==> src/rtl/rgb_seq_pkg.sv <==
// Shared types for the RGB fade sequencer: FSM states, keyframe layout, step helper.
package rgb_seq_pkg;

  localparam int unsigned KEY_VAL_W  = 8;
  localparam int unsigned KEY_HOLD_W = 8;

  typedef enum logic [1:0] {
    IDLE = 2'd0,
    LOAD = 2'd1,
    RAMP = 2'd2,
    HOLD = 2'd3
  } seq_state_t;

  // Field order matches cfg_data: red in the MSBs, hold in the LSBs.
  typedef struct packed {
    logic [KEY_VAL_W-1:0]  red;
    logic [KEY_VAL_W-1:0]  green;
    logic [KEY_VAL_W-1:0]  blue;
    logic [KEY_HOLD_W-1:0] hold;
  } keyframe_t;

  function automatic logic [31:0] step_toward(input logic [31:0] cur, input logic [31:0] tgt);
    if (cur < tgt) return cur + 32'd1;
    if (cur > tgt) return cur - 32'd1;
    return cur;
  endfunction

endpackage

==> src/rtl/rgb_channel_ramp.sv <==
// One colour channel: value register that walks one LSB per enabled step toward its target.
module rgb_channel_ramp
  import rgb_seq_pkg::*;
#(
  parameter int unsigned VAL_WIDTH = 8
) (
  input  logic                 sys_clk,
  input  logic                 rst,
  input  logic                 i_load,
  input  logic [VAL_WIDTH-1:0] i_target,
  input  logic                 i_step,
  output logic [VAL_WIDTH-1:0] o_val,
  output logic                 o_at_target,
  output logic                 o_changed
);

  logic [VAL_WIDTH-1:0] r_val;
  logic [VAL_WIDTH-1:0] r_target;
  logic [VAL_WIDTH-1:0] w_next;

  assign w_next = VAL_WIDTH'(step_toward(32'(r_val), 32'(r_target)));

  always_ff @(posedge sys_clk or posedge rst) begin
    if (rst) begin
      r_val    <= '0;
      r_target <= '0;
    end else begin
      if (i_load) r_target <= i_target;
      if (i_step) r_val    <= w_next;
    end
  end

  assign o_val       = r_val;
  assign o_at_target = (r_val == r_target);
  // Flags the step that will actually move the value on this edge.
  assign o_changed   = i_step && !o_at_target;

endmodule

==> src/rtl/rgb_fade_sequencer.sv <==
// Keyframe colour sequencer ramping three pwm_gen channels one LSB per PWM period.
// Define RGB_SEQ_LOOP_EN to wrap from the last keyframe back to key 0 instead of finishing.
module rgb_fade_sequencer
  import rgb_seq_pkg::*;
#(
  parameter int unsigned VAL_WIDTH     = KEY_VAL_W,
  parameter int unsigned MAX_PWM_COUNT = 1024,
  parameter int unsigned NUM_KEYS      = 8,
  parameter int unsigned HOLD_WIDTH    = KEY_HOLD_W
) (
  input  logic                            sys_clk,
  input  logic                            rst,
  input  logic                            cfg_we,
  input  logic [$clog2(NUM_KEYS)-1:0]     cfg_addr,
  input  logic [3*VAL_WIDTH+HOLD_WIDTH-1:0] cfg_data,
  input  logic [$clog2(NUM_KEYS)-1:0]     cfg_last,
  input  logic                            start,
  input  logic                            stop,
  output logic [VAL_WIDTH-1:0]            red_val,
  output logic [VAL_WIDTH-1:0]            green_val,
  output logic [VAL_WIDTH-1:0]            blue_val,
  output logic                            val_update,
  output logic                            busy,
  output logic                            seq_done,
  output logic [$clog2(NUM_KEYS)-1:0]     cur_key
);

  localparam int unsigned KEY_W = $clog2(NUM_KEYS);
  localparam int unsigned CNT_W = $clog2(MAX_PWM_COUNT);
  localparam logic [CNT_W-1:0] CNT_LAST = CNT_W'(MAX_PWM_COUNT - 1);

  logic [CNT_W-1:0]      r_tick_cnt;
  logic                  w_tick;
  keyframe_t             r_table [NUM_KEYS];
  keyframe_t             w_key;
  seq_state_t            r_state;
  seq_state_t            w_state_next;
  logic [KEY_W-1:0]      r_key_idx;
  logic [KEY_W-1:0]      r_last;
  logic [HOLD_WIDTH-1:0] r_hold_cnt;
  logic                  r_val_update;
  logic                  r_seq_done;
  logic                  w_latch, w_load, w_step, w_hold_dec, w_key_inc, w_key_clr, w_done;
  logic [VAL_WIDTH-1:0]  w_tgt [3];
  logic [VAL_WIDTH-1:0]  w_val [3];
  logic [2:0]            w_at;
  logic [2:0]            w_chg;

  // Same reset and period as the pwm_gen counters so tick lands on their wrap.
  always_ff @(posedge sys_clk or posedge rst) begin
    if (rst)                      r_tick_cnt <= '0;
    else if (r_tick_cnt == CNT_LAST) r_tick_cnt <= '0;
    else                          r_tick_cnt <= r_tick_cnt + CNT_W'(1);
  end
  assign w_tick = (r_tick_cnt == CNT_LAST);

  always_ff @(posedge sys_clk) begin
    if (cfg_we) r_table[cfg_addr] <= keyframe_t'(cfg_data);
  end
  assign w_key = r_table[r_key_idx];

  assign w_tgt[0] = VAL_WIDTH'(w_key.red);
  assign w_tgt[1] = VAL_WIDTH'(w_key.green);
  assign w_tgt[2] = VAL_WIDTH'(w_key.blue);

  genvar gi;
  generate
    for (gi = 0; gi < 3; gi++) begin : g_chan
      rgb_channel_ramp #(.VAL_WIDTH(VAL_WIDTH)) u_ramp (
        .sys_clk     (sys_clk),
        .rst         (rst),
        .i_load      (w_load),
        .i_target    (w_tgt[gi]),
        .i_step      (w_step),
        .o_val       (w_val[gi]),
        .o_at_target (w_at[gi]),
        .o_changed   (w_chg[gi])
      );
    end
  endgenerate

  always_comb begin
    w_state_next = r_state;
    w_latch      = 1'b0;
    w_load       = 1'b0;
    w_step       = 1'b0;
    w_hold_dec   = 1'b0;
    w_key_inc    = 1'b0;
    w_key_clr    = 1'b0;
    w_done       = 1'b0;
    if (stop) begin
      w_state_next = IDLE;
    end else begin
      case (r_state)
        IDLE: if (start) begin
          w_latch      = 1'b1;
          w_state_next = LOAD;
        end
        LOAD: begin
          w_load       = 1'b1;
          w_state_next = RAMP;
        end
        RAMP: if (w_tick) begin
          if (&w_at) w_state_next = HOLD;
          else       w_step       = 1'b1;
        end
        HOLD: if (w_tick) begin
          if (r_hold_cnt != '0) begin
            w_hold_dec = 1'b1;
          end else if (r_key_idx != r_last) begin
            w_key_inc    = 1'b1;
            w_state_next = LOAD;
          end else begin
`ifdef RGB_SEQ_LOOP_EN
            w_key_clr    = 1'b1;
            w_state_next = LOAD;
`else
            w_done       = 1'b1;
            w_state_next = IDLE;
`endif
          end
        end
        default: w_state_next = IDLE;
      endcase
    end
  end

  always_ff @(posedge sys_clk or posedge rst) begin
    if (rst) begin
      r_state      <= IDLE;
      r_key_idx    <= '0;
      r_last       <= '0;
      r_hold_cnt   <= '0;
      r_val_update <= 1'b0;
      r_seq_done   <= 1'b0;
    end else begin
      r_state      <= w_state_next;
      r_val_update <= |w_chg;
      r_seq_done   <= w_done;
      if (w_latch) begin
        r_last    <= cfg_last;
        r_key_idx <= '0;
      end else if (w_key_inc) begin
        r_key_idx <= r_key_idx + KEY_W'(1);
      end else if (w_key_clr) begin
        r_key_idx <= '0;
      end
      if (w_load)          r_hold_cnt <= HOLD_WIDTH'(w_key.hold);
      else if (w_hold_dec) r_hold_cnt <= r_hold_cnt - HOLD_WIDTH'(1);
    end
  end

  assign red_val    = w_val[0];
  assign green_val  = w_val[1];
  assign blue_val   = w_val[2];
  assign val_update = r_val_update;
  assign busy       = (r_state != IDLE);
  assign seq_done   = r_seq_done;
  assign cur_key    = r_key_idx;

endmodule
==> config.mk <==
export PLATFORM = sky130hd
export DESIGN_NAME = rgb_fade_sequencer
export DESIGN_NICKNAME = d
export VERILOG_FILES = /design/src/rtl/rgb_seq_pkg.sv /design/src/rtl/rgb_channel_ramp.sv /design/src/rtl/rgb_fade_sequencer.sv
export SDC_FILE = /design/constraint.sdc
export NUM_CORES = 1
export LEC_CHECK = 0
export ABC_AREA = 0
export CAP_MARGIN = 20
export CORE_ASPECT_RATIO = 1.1
export CORE_MARGIN = 2
export CORE_UTILIZATION = 40
export DETAILED_ROUTE_END_ITERATION = 6
export DONT_BUFFER_PORTS = 1
export PLACE_DENSITY = 0.57
export SYNTH_ARGS = -nofsm -noshare
export SYNTH_HDL_FRONTEND = slang
export SYNTH_HIERARCHICAL = 1
export SYNTH_SLANG_ARGS = --single-unit
==> constraint.sdc <==
create_clock -name sys_clk -period 2.8 [get_ports sys_clk]
set_input_delay 0.42 -clock sys_clk [delete_from_list [all_inputs] [get_ports sys_clk]]
set_output_delay 0.42 -clock sys_clk [all_outputs]
set_load 0.05 [all_outputs]
==> impl_metrics.yaml <==
status:
  outcome: "finished, final reports clean"
sta:
  period_needed_ns: 2.60
  finClkSkew_ns: 0.0266
  slew_violations: 0
  rsz0062_at_grt: "false"
  max_freq_mhz: 385
  period_share_pct: 92.8
  max_slew_margin_pct: 43.8
  setup_viol: 0
  finalSetupTns_ns: 0
  finalHoldViolCount: 0
  worstMarginPinSlew_ns: 0.842
grt:
  grt_pass1_vias: 9133
  grt_max_degree: 39
  antenna_found_initial: 1
  grt_pass1_wl_um: 52200
  grt-ovfl-total: 0
  grtUsageTotal_pct: 17.3
power_and_ir_drop:
  powerDensity_nw_per_um2: 689
  p_sw_share_pct: 25.6
  seqPwrFrac_pct: 48.7
  vdd_drop_max_mv: 0.381
  p_sw_mw: 3.08
  clkPwrFrac_pct: 36.7
  intPower_mw: 8.95
  power.leakage_nw: 6.37
  pwr-share-comb_pct: 14.6
placed_design:
  numPortBuffers: 0
  dpl_cell_area_sq_um: 16000
  place_hpwl_um: 20400
  gp_congestion: 0.863
logic_synthesis:
  yosys.area.top_type: "edfxtp_1"
  yosys.area.top_type_share_pct: 51.5
  synth.avg_cell_area_sq_um: 15.1
  synth_seq_cells: 332
  ys_seq_area_share_pct: 64.3
  synthTopCellsByArea: "edfxtp_1, dfrtp_1, mux4_2"
  yosysMostFrequentCell: "edfxtp_1"
  synth_top_cells_by_count: "edfxtp_1, nand2_1, dfrtp_1"
  syn-num-nets: 1071
  async_flop_share_pct: 22.9
  synth.distinct_cells: 67
  synth_edf_count: 256
  yosys_warnings: 6
  synthCells: 989
  synth_ff_type: "edfxtp_1"
  synth_area_sq_um: 14900
setup_path:
  reg2reg_from: "g_chan[0].u_ramp/o_val[7]"
  worstPathRequired_ns: 3.17
  startpoint: "g_chan[0].u_ramp/o_val[7]"
  crit_end: "g_chan[0].u_ramp/o_val[5]"
  crit_fanout: 6
  worstPathArrival_ns: 2.97
  end_kind: "register"
  r2r_cells: 10
  worstReg2RegEnd: "g_chan[0].u_ramp/o_val[5]"
  worstSetupPathType: "reg2reg"
  start_kind: "register"
  r2r_slack_ns: 0.20
clock_tree:
  clkLatencyLatePin_ns: 0.53
  cts_max_level: 2
  tritoncts: "yes"
  clkTransAtPathRegs_ns: 0.06
  max-clock-path-buffers: 3
  cts_resized: 0
  root_buffer: "clkbuf_16"
  cts-buffers-inserted: 36
  clock_sinks: 332
worst_hold_path:
  holdCritPathClass: "in2reg"
drt:
  vias: 8669
  drc: 0
  routedWlPerCell_um: 20.2
  ant_nets: 0
  drt-total-wl_um: 32700
  drt_iter0_markers: 594
  dr.pass1.iters: 6
  viasPerCell: 5.37
die:
  start_util_pct: 40.4
  die_h_um: 207
  pin_count: 73
  dieArea_sq_um: 38900
  core_sq_um: 36900
  die_w_um: 188
  std_cell_rows: 74
flow_run:
  cap_violations: 0
layout:
  final_nets: 1176
  utilization_pct: 47.3
  drive_gt1_share_pct: 24.6
  area_growth_pct: 17.1
  fillCellCount: 3169
  finalInstanceArea_sq_um: 17500
-- timing repair --
action,in CTS,in global routing
endpoints found under the hold margin,319,0
buffers inserted,0,2
hold buffers,33,0
setup endpoints to repair,0,5
-- cells in the final DEF (no fill, tap or decap), drive strengths merged, types with 17 or more instances in the layout --
cell type,netlist,final
nand2,136,136
xor2,17,17
buf,9,68
o21ai,41,41
edfxtp,256,256
ha,39,39
mux4,62,62
nand3,19,19
dfrtp,76,76
clkbuf,26,46
nor2,25,25
dlygate4sd3,0,33
inv,47,49
-- critical path: stages, from the launching register on --
cell and delay (ns):
dfrtp_2 0.40, ha_1 0.39, and4_2 0.33, nand2b_1 0.09, inv_1 0.15, nand3_1 0.15, and4_4 0.22, and2_4 0.16
a41oi_2 0.31, nor4_2 0.09, xor2_1 0.15
-- final cells by class --
| type | instances | area [sq um] | share of cell area, % |
|---|---|---|---|
| Tap cell | 494 | 618 | 3.54 |
| Multi-Input combinational cell | 576 | 5080 | 29.1 |
| Antenna cell | 1 | 2.50 | 0.0143 |
| Clock inverter | 18 | 153 | 0.874 |
| Sequential cell | 332 | 9620 | 55.1 |
| Clock buffer | 46 | 938 | 5.37 |
| Inverter | 47 | 176 | 1.01 |
| Timing Repair Buffer | 101 | 878 | 5.03 |
-- per-layer routing --
layer  up-vias  global-route usage [%]  part of all wire, %
met5         -                       0                0.034
met4         2                    4.61                  1.8
met3        42                    3.20                  4.5
met2       176                    29.3                   49
met1      4405                    23.2                   45
li1       4044                       -                    -
-- registers in the layout, summed over array words and instances (netlist names) --
signal / cells
r_state: 2
r_last: 3
seq_done: 1
val_update: 1
r_tick_cnt: 10
cur_key: 3
r_table: 256
g_chan.u_ramp/o_val: 24
r_hold_cnt: 8
g_chan.u_ramp/r_target: 24
-- metrics by stage --
| stage | setup slack (ns) | instances | power [mW] | hold WS [ns] |
|---|---|---|---|---|
| 6_report | 0.201 | 1615 | 12.0 | 0.0393 |
| 5_1_grt | 0.00974 | 1614 | 12.7 | 0.0173 |
| 4_1_cts | 0.0930 | 1611 | 12.2 | 0.0179 |
| 3_5_place_dp | 0.137 | 1514 | 7.64 | 0.431 |
| 3_3_place_gp | 0.218 | 1514 | 7.61 | 0.426 |
| 2_1_floorplan | 0.115 | 989 | 7.18 | 0.333 |
-- kinds of logic after synthesis --
kind of cell	share of synthesized area, %
AO/OA/AOI/OAI	7.17
XOR/XNOR	1.82
adder cells (fa/ha/maj)	3.27
buffers and inverters	2.17
flip-flops	64.3
multiplexers	11.6
AND/OR/NAND/NOR	9.71
-- worst min-delay path by stage --
stage / from / end / slack (ns) / cells past startpoint
2_1_floorplan: rst / g_chan[0].u_ramp/o_val[5] / 0.33 / 1
3_3_place_gp: rst / g_chan[1].u_ramp/o_val[0] / 0.43 / 1
3_5_place_dp: rst / g_chan[1].u_ramp/o_val[0] / 0.43 / 1
4_1_cts: cfg_last[1] / r_last[1] / 0.02 / 1
5_1_grt: cfg_last[0] / r_last[0] / 0.02 / 1
6_report: cfg_last[1] / r_last[1] / 0.04 / 1
-- power groups by stage --
stage,sequential (mW),combinational [mW],clock (mW)
5_1_grt,5.90,1.98,4.78
4_1_cts,5.86,1.77,4.55
3_5_place_dp,5.96,1.68,0
2_1_floorplan,5.92,1.26,0
6_report,5.86,1.76,4.42
3_3_place_gp,5.95,1.66,0
Power figures use the tool's default switching activity.
